<file path="src/rtl/multicycle_datapath_pkg.sv">
// Shared encodings for the multicycle CPU datapath and its control FSM.
//  - ALU B-input select codes (ALU2) and ALU operation codes (ALUop)
//  - IR field bit positions
package multicycle_datapath_pkg;

  typedef enum logic [2:0] {
    ALU2_OPB  = 3'b000,
    ALU2_ONE  = 3'b001,
    ALU2_IMM4 = 3'b010,
    ALU2_IMM5 = 3'b011,
    ALU2_IMM3 = 3'b100,
    ALU2_ZERO = 3'b101
  } alu2_sel_e;

  typedef enum logic [2:0] {
    ALUOP_ADD   = 3'b000,
    ALUOP_SUB   = 3'b001,
    ALUOP_OR    = 3'b010,
    ALUOP_NAND  = 3'b011,
    ALUOP_SHIFT = 3'b100
  } alu_op_e;

  localparam int unsigned IR_RA_HI   = 7;
  localparam int unsigned IR_RA_LO   = 6;
  localparam int unsigned IR_RB_HI   = 5;
  localparam int unsigned IR_RB_LO   = 4;
  localparam int unsigned IR_IMM4_LO = 4;
  localparam int unsigned IR_IMM5_LO = 3;
  localparam int unsigned IR_IMM3_HI = 6;
  localparam int unsigned IR_SHDIR   = 3;

endpackage

</file>
<file path="src/rtl/multicycle_datapath_regfile.sv">
// cpu_regfile: 4 x DATA_W register file.
//  clock, reset   : clock, asynchronous active-high reset (clears all registers)
//  raddr_a/rdata_a: asynchronous read port A
//  raddr_b/rdata_b: asynchronous read port B
//  we/waddr/wdata : synchronous write port
module cpu_regfile #(
  parameter int unsigned DATA_W = 8
) (
  input  logic              clock,
  input  logic              reset,
  input  logic [1:0]        raddr_a,
  output logic [DATA_W-1:0] rdata_a,
  input  logic [1:0]        raddr_b,
  output logic [DATA_W-1:0] rdata_b,
  input  logic              we,
  input  logic [1:0]        waddr,
  input  logic [DATA_W-1:0] wdata
);

  logic [DATA_W-1:0] regs [4];

  always_ff @(posedge clock or posedge reset) begin
    if (reset) begin
      for (int unsigned i = 0; i < 4; i++) regs[i] <= '0;
    end else if (we) begin
      regs[waddr] <= wdata;
    end
  end

  // Reads are combinational, so a same-cycle write is seen only after the edge.
  assign rdata_a = regs[raddr_a];
  assign rdata_b = regs[raddr_b];

endmodule

</file>
<file path="src/rtl/multicycle_datapath.sv">
// multicycle_datapath: datapath of the multicycle simple CPU.
//  Holds PC, IR, MDR, register file, OpA/OpB, ALUout, ALU and N/Z flags.
//  Inputs : clock, reset, control strobes from the FSM, mem_rdata (async read)
//  Outputs: instr (IR[3:0]), N, Z, mem_addr, mem_wdata, mem_rd, mem_we
module multicycle_datapath
  import multicycle_datapath_pkg::*;
#(
  parameter int unsigned          DATA_W   = 8,
  parameter logic [DATA_W-1:0]    PC_RESET = '0
) (
  input  logic              clock,
  input  logic              reset,
  input  logic              PCwrite,
  input  logic              AddrSel,
  input  logic              MemRead,
  input  logic              MemWrite,
  input  logic              IRload,
  input  logic              OpASel,
  input  logic              MDRload,
  input  logic              OpABLoad,
  input  logic              ALU1,
  input  logic [2:0]        ALU2,
  input  logic [2:0]        ALUop,
  input  logic              ALUOutWrite,
  input  logic              RFWrite,
  input  logic              RegIn,
  input  logic              FlagWrite,
  output logic [3:0]        instr,
  output logic              N,
  output logic              Z,
  output logic [DATA_W-1:0] mem_addr,
  output logic [DATA_W-1:0] mem_wdata,
  output logic              mem_rd,
  output logic              mem_we,
  input  logic [DATA_W-1:0] mem_rdata
);

  logic [DATA_W-1:0] pc, ir, mdr, opa, opb, aluout;
  logic [DATA_W-1:0] rf_a, rf_b, rf_wdata;
  logic [DATA_W-1:0] alu_a, alu_b, alu_result;
  logic [1:0]        addr_a;

  assign addr_a   = OpASel ? 2'd1 : ir[IR_RA_HI:IR_RA_LO];
  assign rf_wdata = RegIn ? mdr : aluout;

  cpu_regfile #(.DATA_W(DATA_W)) u_regfile (
    .clock   (clock),
    .reset   (reset),
    .raddr_a (addr_a),
    .rdata_a (rf_a),
    .raddr_b (ir[IR_RB_HI:IR_RB_LO]),
    .rdata_b (rf_b),
    .we      (RFWrite),
    .waddr   (addr_a),
    .wdata   (rf_wdata)
  );

  assign alu_a = ALU1 ? opa : pc;

  always_comb begin
    alu_b = '0;
    case (alu2_sel_e'(ALU2))
      ALU2_OPB:  alu_b = opb;
      ALU2_ONE:  alu_b = DATA_W'(1);
      ALU2_IMM4: alu_b = {{(DATA_W-4){ir[IR_RA_HI]}}, ir[IR_RA_HI:IR_IMM4_LO]};
      ALU2_IMM5: alu_b = {{(DATA_W-5){1'b0}}, ir[IR_RA_HI:IR_IMM5_LO]};
      ALU2_IMM3: alu_b = {{(DATA_W-3){1'b0}}, ir[IR_IMM3_HI:IR_IMM4_LO]};
      default:   alu_b = '0;
    endcase
  end

  always_comb begin
    alu_result = alu_a;
    case (alu_op_e'(ALUop))
      ALUOP_ADD:   alu_result = alu_a + alu_b;
      ALUOP_SUB:   alu_result = alu_a - alu_b;
      ALUOP_OR:    alu_result = alu_a | alu_b;
      ALUOP_NAND:  alu_result = ~(alu_a & alu_b);
      ALUOP_SHIFT: alu_result = ir[IR_SHDIR] ? (alu_a >> alu_b[2:0])
                                             : (alu_a << alu_b[2:0]);
      default:     alu_result = alu_a;
    endcase
  end

  always_ff @(posedge clock or posedge reset) begin
    if (reset) begin
      pc     <= PC_RESET;
      ir     <= '0;
      mdr    <= '0;
      opa    <= '0;
      opb    <= '0;
      aluout <= '0;
      N      <= 1'b0;
      Z      <= 1'b0;
    end else begin
      if (PCwrite)     pc     <= alu_result;
      if (IRload)      ir     <= mem_rdata;
      if (MDRload)     mdr    <= mem_rdata;
      if (OpABLoad) begin
        opa <= rf_a;
        opb <= rf_b;
      end
      if (ALUOutWrite) aluout <= alu_result;
      if (FlagWrite) begin
        N <= alu_result[DATA_W-1];
        Z <= (alu_result == '0);
      end
    end
  end

  assign instr     = ir[3:0];
  assign mem_addr  = AddrSel ? pc : opb;
  assign mem_wdata = opa;
  assign mem_rd    = MemRead;
  assign mem_we    = MemWrite;

endmodule

</file>
<file path="config.mk">
export PLATFORM = sky130hd
export DESIGN_NAME = multicycle_datapath
export DESIGN_NICKNAME = d
export VERILOG_FILES = /design/src/rtl/multicycle_datapath_pkg.sv /design/src/rtl/multicycle_datapath_regfile.sv /design/src/rtl/multicycle_datapath.sv
export SDC_FILE = /design/constraint.sdc
export NUM_CORES = 1
export LEC_CHECK = 0
export CAP_MARGIN = 0
export CORE_ASPECT_RATIO = 0.7
export CORE_MARGIN = 4
export CORE_UTILIZATION = 58
export DETAILED_ROUTE_END_ITERATION = 8
export PLACE_DENSITY = 0.89
export SETUP_SLACK_MARGIN = 0.4
export SYNTH_ARGS = -nofsm -noshare
export SYNTH_HDL_FRONTEND = slang
export SYNTH_SLANG_ARGS = --single-unit
</file>
<file path="constraint.sdc">
create_clock -name clock -period 5.05 [get_ports clock]
set_input_delay 1.01 -clock clock [delete_from_list [all_inputs] [get_ports clock]]
set_output_delay 1.01 -clock clock [all_outputs]
set_load 0.02 [all_outputs]
</file>
==> After elaboration in Yosys (flattened, before gate mapping) <==
Cells that the tools add are included.
{ "totals": {"wordCells": 52, "inputBits": 29, "output_inout_bits": 24, "ff_bits": 82} }
{ "op_classes": {"addsub": 2, "n_mux": 16, "eq_ne": 8, "bitwise": 5, "n_lt_le_gt_ge": 3, "n_shift": 2, "reduce_logical": 4} }
{ "op_table": {"columns": ["operator", "n"], "rows": [
  ["8-bit one-hot mux with 5 select lines", 2],
  ["8-bit two-way mux", 9],
  ["8-bit binary-select mux with 2-bit select", 2],
  ["32-bit bitwise mux", 1],
  ["8-bit demux with 2-bit select", 1],
  ["3-bit by 2-bit == test with 1-bit output, second input constant", 4],
  ["8-bit adder", 1],
  ["8-bit AND", 1],
  ["8-bit zero test", 1],
  ["8-bit inverter", 1],
  ["8-bit OR", 1],
  ["8-bit by 3-bit left shift with 8-bit output", 1],
  ["8-bit by 3-bit >> shifter with 8-bit output", 1],
  ["8-bit subtractor", 1],
  ["3-bit by 1-bit == test with 1-bit output, second input constant", 2],
  ["3-bit == test, second input constant", 2],
  ["3-bit >= comparator, second input constant", 2],
  ["3-bit zero test", 2],
  ["2-bit inverter with 3-bit output", 2],
  ["3-bit by 1-bit less-than comparator with 1-bit output, second input constant", 1],
  ["2-bit two-way mux", 1],
  ["1-bit logical AND", 1]
]} }

==> Logic depth before layout (Yosys ltp) <==
{ "depth": {"ltp_word": 7, "ltp_mapped": 21} }

==> Modules after synthesis <==
From an unflattened synthesis, not the netlist that was laid out.
{ "unflattened": {"hier_cells": 503, "hier_area_um2": 5441.5} }
{ "modules_own_cells": {"columns": ["module", "instances", "cells_per_inst", "area_per_inst_um2"], "rows": [
  ["multicycle_datapath", 1, 414, 3847.4],
  ["cpu_regfile", 1, 89, 1594.0]
]} }

==> Least setup slack after synthesis <==
Ideal clock, no wire load.
{ "synth_timing": {"path_kind": "in2reg", "start": "input port ALU2[2]", "end": "register Z", "required_ns": 4.930, "slack_ns": 0.859, "arrival_ns": 4.071, "stages": 20, "n_path_buf": 3, "cell_sequence": "buf_6 -> xor2_2 -> and3b_1 -> or2_1 -> buf_6 -> inv_2 -> buf_2 -> ha_1 -> nor2_1 -> xnor2_1 -> ha_1 -> nor2b_1 -> o31a_1 -> o21ai_0 -> nand2b_1 -> xnor2_1 -> a21oi_1 -> a21oi_1 -> nor3b_1 -> a41o_1"} }
{ "synth_via": {"elab_chain_len": 6} }
{ "synth_lines": {"columns": ["element", "line_no", "source"], "rows": [
  ["start, declared", "multicycle_datapath.sv:22", "input logic [2:0] ALU2,"],
  ["3-bit == test (tied with other cells)", "multicycle_datapath.sv:62", "case (alu2_sel_e'(ALU2))"],
  ["8-bit one-hot mux with 5 select lines (*)", "multicycle_datapath.sv:62", null],
  ["branches (longest 2 deep; another with 8-bit subtractor)", null, null],
  ["8-bit one-hot mux with 5 select lines (*)", "multicycle_datapath.sv:74", "case (alu_op_e'(ALUop))"],
  ["8-bit zero test (*)", "multicycle_datapath.sv:106", "Z <= (alu_result == '0);"],
  ["end signal, assigned", "multicycle_datapath.sv:106", null],
  ["end, declared", "multicycle_datapath.sv:30", "output logic Z,"]
]} }
Every way passes the cells marked *.
A chain may end at the register's enable or synchronous reset.

==> Worst setup path in the final report <==
{ "layout_timing": {"start": "input port ALU2[0]", "end": "register Z"} }
The elaborated chain is that of the path after synthesis.

==> summary by stage <==
Hold path
The worst hold path belongs to the class register to register. The cell count of the worst hold path is 2. The endpoint of the worst hold path is u_regfile.regs[6]. The launch point of the worst hold path is u_regfile.regs[6].

STA
The remaining max-slew budget at the tightest pin is ~39%. The number of pins with negative max-slew slack in the final report is 0. The worst path in the final design needs a cycle of 4.41 ns, including I/O delays and setup.

Setup repair after global routing left no endpoint under its margin. The number of failing hold endpoints at the final stage came to 0. The final hold slack is 0.504 ns. In the final timing run, aggregate negative setup slack is 0 ns. Timing would allow up to 227 MHz. The number of failing setup endpoints in the final timing report is 0. For the pin with the worst max-slew slack, the measured transition is 0.912 ns. The clock arrives with approximately 0.0055 ns of skew. After layout, the worst path uses roughly 87% of the clock period.

Floorplanning
53 I/O pins were placed. The die outline height is 88.8 um. From left edge to right edge, the die measures 123 um.

In this run the core area contains 29 standard-cell rows. The area of the die is 0.0110 mm2. In this run the standard cell core region covers 0.00907 mm2. The starting utilization of the core area is 59.7%.

GRT
The total congestion overflow after global routing is 0. The first global-routing pass estimated 26100 um of wire. The initial antenna violation count came to 0.

Global routing consumed, over all layers together, 31.7% of the routing resources. The maximum number of pins on one net before global-route repair is 53. The via count of the first global-routing pass is 4740.

Pwr
Registers are responsible for around 34% of the overall power. The leakage power total is approximately 2.6 nW. The share of total power dissipated in the clock network is 20.1%. VDD sags by at most 0.334 mV. Of the total power, combinational logic draws a little under half. Cell internal power was estimated by the tool at 1.81 mW.

In this run the power density over the cells is 477 mW/mm2. The switching power is 1.20 mW. The switching portion of total power is approximately two fifths.

Routing
Detailed routing inserted a total of 4913 vias. The number of detailed-routing iterations run before antenna repair is 5. For this block, the routed nets add up to 16400 um of wire. Dividing the detail-routed wire length by the instance count gives between 20 and 25 um. The number of antenna-violating nets in the routed design is 0. The number of vias per cell is 6.64. The first-iteration detailed-routing DRC count is 768. The number of design rule violations left after detail routing is 0.

Critical path
The endpoint arrival time on the critical path is 4.64 ns. In this run the critical register-to-register path is captured at Z. The critical path contains buffers and inverters numbering 2 combined. The slowest stage of the critical path belongs to the cell clkdlybuf4s50_1. The delay of the slowest critical-path stage is approximately 0.46 ns. The launch instance of the worst register-to-register path is ir[5]. The critical path is of the input pin to register type. The nature of the critical path startpoint is an input pin.

Of all nets on the critical path, the largest fanout is 4. The worst register-to-register path has a setup slack of ~1.4 ns. The kind of capture point of the worst setup path is a register. Walking the worst path, the cells encountered are clkdlybuf4s50_1 > or3b_1 > a21oi_2 > or2_4 > inv_2 > ha_1 > nor2_1 > xnor2_1 > ha_1 > nor2b_1 > o31a_1 > o21ai_0 > nand2b_1 > xnor2_1 > a21oi_1 > a21oi_1 > nor3b_1 > a41o_1. The required arrival time at the worst endpoint is 5.29 ns. The kind of cell with the highest combined delay along the critical path is compound AO/OA/AOI/OAI gates. Measured in cells, the most critical reg-to-reg path has a length of 15.

Clocking
The H-tree was split into 3 levels. The tree is rooted in a clkbuf_16. The clock slew at the register clock pins of the worst setup and hold paths is roughly 0.06 ns.

Gates resized during post-CTS repair numbered 0. The later pin in the worst-skew pair is clocked with a latency of 0.35 ns. The total CTS buffers is 9. The setup fix buffers added after clock tree synthesis is 0. The longest clock path from root to sink contains 2 buffers. The number of hold buffers added after CTS was 0. TritonCTS built the clock tree. Counting every sink on the clock net gives 82.

Place
The post-placement cell area is 0.00602 mm2. Once detailed placement completed, the half-perimeter wirelength came to 11900 um. The post-placement cell count is slightly above 700. The port buffer count is 48. The global placer's final weighted congestion is 1.02.

Cells and area
The fill cell instance count of the final layout is 666. From synthesis to final layout, the design area changed by 16.3%. The number of antenna diodes in the final layout is 0. The finished cells cover 0.00630 mm2. The number of cells in the finished layout apart from fillers is 740. Registers take 0.00205 mm2. The area used by multi-input combinational logic is around 0.003 mm2.

The layout cell share with drive strength beyond 1 is 19.6%. The final net count is ~650.

Yosys
The adder and majority cell fraction of the synthesized area is 2.91%. dfrtp_1 takes more of the synthesized area than any other cell. The register bit count reported by yosys is 82.

By area, the combinational part of the netlist is dominated by compound AO/OA/AOI/OAI gates. The compound-cell area share of the yosys netlist is 19.6%. By area the synthesized netlist is led by dfrtp_1 38%, mux2_2 11%, a21oi_1 6.6%. Counting every net in the synthesized netlist gives around 610. The number of flops mapped to enable cells by yosys is 0. The mean cell area of the mapped netlist is 9.46 um2. The instance count of the mapped netlist is 572. The synthesized design devotes to its leading area cell type 37.9% of total area. The fraction of synthesized area in multiplexers is 17.8%. The share of synthesized registers carrying an async set or reset is 100%. Sequential elements use 37.9% of the synthesized area. The main flop type after synthesis is dfrtp_1.

The number of different library cells in the post-synthesis netlist is 77. After Yosys synthesis, XOR and XNOR cells account for 1.92% of the synthesized area. Summing the areas of all and, or, nand and nor instances in the mapped netlist gives 14.6% of the synthesized area. The mapped netlist covers 0.00541 mm2. The number of synthesis warnings is 0.

Outcome
The flow ran to the end, and the final reports show no timing, DRC or antenna violations.

Job
The number of max-cap violations is 0.
[layout make-up]
type                    instances  share of cell area [%]
clock buffers                  11                    3.86
clock inverters                 5                   0.477
inverters                      15                   0.934
multi-input cells             431                    49.1
flip-flops and latches         82                    32.6
well taps                     124                    2.46
repair buffers                 72                    10.6
[layout by cell type, fill, tap and decap left out, drive strengths merged, types with 3 or more instances in the layout]
cell type and instances:
dfrtp 82, a21oi 72, nor2 54, mux2 51
clkdlybuf4s50 46, o21ai 38, nand2 37, buf 24
mux2i 21, o22ai 14, inv 12, nor3 12
nand3 11, ha 11, clkbuf 11, xnor2 10
mux4 8, or3 7, a31oi 6, clkinv 6
nor2b 5, o211ai 5, nand2b 4, o21a 4
nand4 4, or2 4, nor4b 3, nand3b 3
nor4 3, a22oi 3
[worst min-delay path: cells and delay by family, from the launching register on]
family | cells | cell delay, ns
AO/OA/AOI/OAI | 1 | 0.06
AND/OR/NAND/NOR | 1 | 0.05
flip-flops | 1 | 0.35
[layer usage]
metal | vias to the layer above | GRT usage [%] | wire, um
met5 | - | 0 | 0
met4 | 0 | 8.44 | 369
met3 | 43 | 12.5 | 2380
met2 | 359 | 45.6 | 6920
met1 | 2343 | 44.9 | 6770
li1 | 2168 | - | -
[power by group through the flow]
stage / Clock (mW) / Sequential, mW / Combinational [mW]
after detailed placement: 0 / 1.03 / 1.32
after global placement: 0 / 1.01 / 1.30
after global routing: 0.640 / 1.05 / 1.48
final: 0.604 / 1.03 / 1.37
after floorplan: 0 / 0.983 / 0.912
after CTS: 0.608 / 1.02 / 1.33
[worst max-delay path by stage]
stage             from  to  slack [ns]  cells past startpoint
2_1_floorplan  ALU2[2]   Z        0.86                     20
3_3_place_gp   ALU2[2]   Z        0.36                     18
3_5_place_dp   ALU2[1]   Z        0.25                     18
4_1_cts        ALU2[1]   Z        0.61                     19
5_1_grt        ALU2[0]   Z        0.43                     18
6_report       ALU2[0]   Z        0.64                     18
[flip-flops by register name, summed over array words and instances (netlist names)]
signal	flops
mem_wdata	8
mdr	8
N	1
aluout	8
Z	1
u_regfile.regs	32
ir	8
pc	8
opb	8
[logic make-up after synthesis]
kind of cell,count (synthesis)
flip-flops,82
buffers and inverters,59
AND/OR/NAND/NOR,158
XOR/XNOR,11
AO/OA/AOI/OAI,170
adder cells (fa/ha/maj),12
multiplexers,80
[through the flow]
stage	setup slack (ns)	util (%)	power [mW]
after floorplan	0.859	-	1.90
after global placement	0.361	66.3	2.31
after detailed placement	0.249	66.3	2.34
after CTS	0.610	69.3	2.96
after global routing	0.426	69.4	3.16
final	0.644	69.4	3.01
[Yosys cell counts, types with 5 or more instances]
| cell | count |
|---|---|
| mux4_2 | 8 |
| nor2_1 | 53 |
| mux2i_1 | 21 |
| ha_1 | 11 |
| nor3_1 | 11 |
| nand3_1 | 11 |
| buf_2 | 5 |
| dfrtp_1 | 82 |
| xnor2_1 | 10 |
| nand2_1 | 37 |
| clkbuf_1 | 25 |
| a21oi_1 | 71 |
| o21ai_0 | 35 |
| mux2_2 | 51 |
| inv_1 | 12 |
| nor2b_1 | 5 |
| buf_4 | 9 |
| or3_1 | 7 |
| o22ai_1 | 14 |
| a31oi_1 | 6 |
Note: power is estimated with default switching activity, not from simulation.
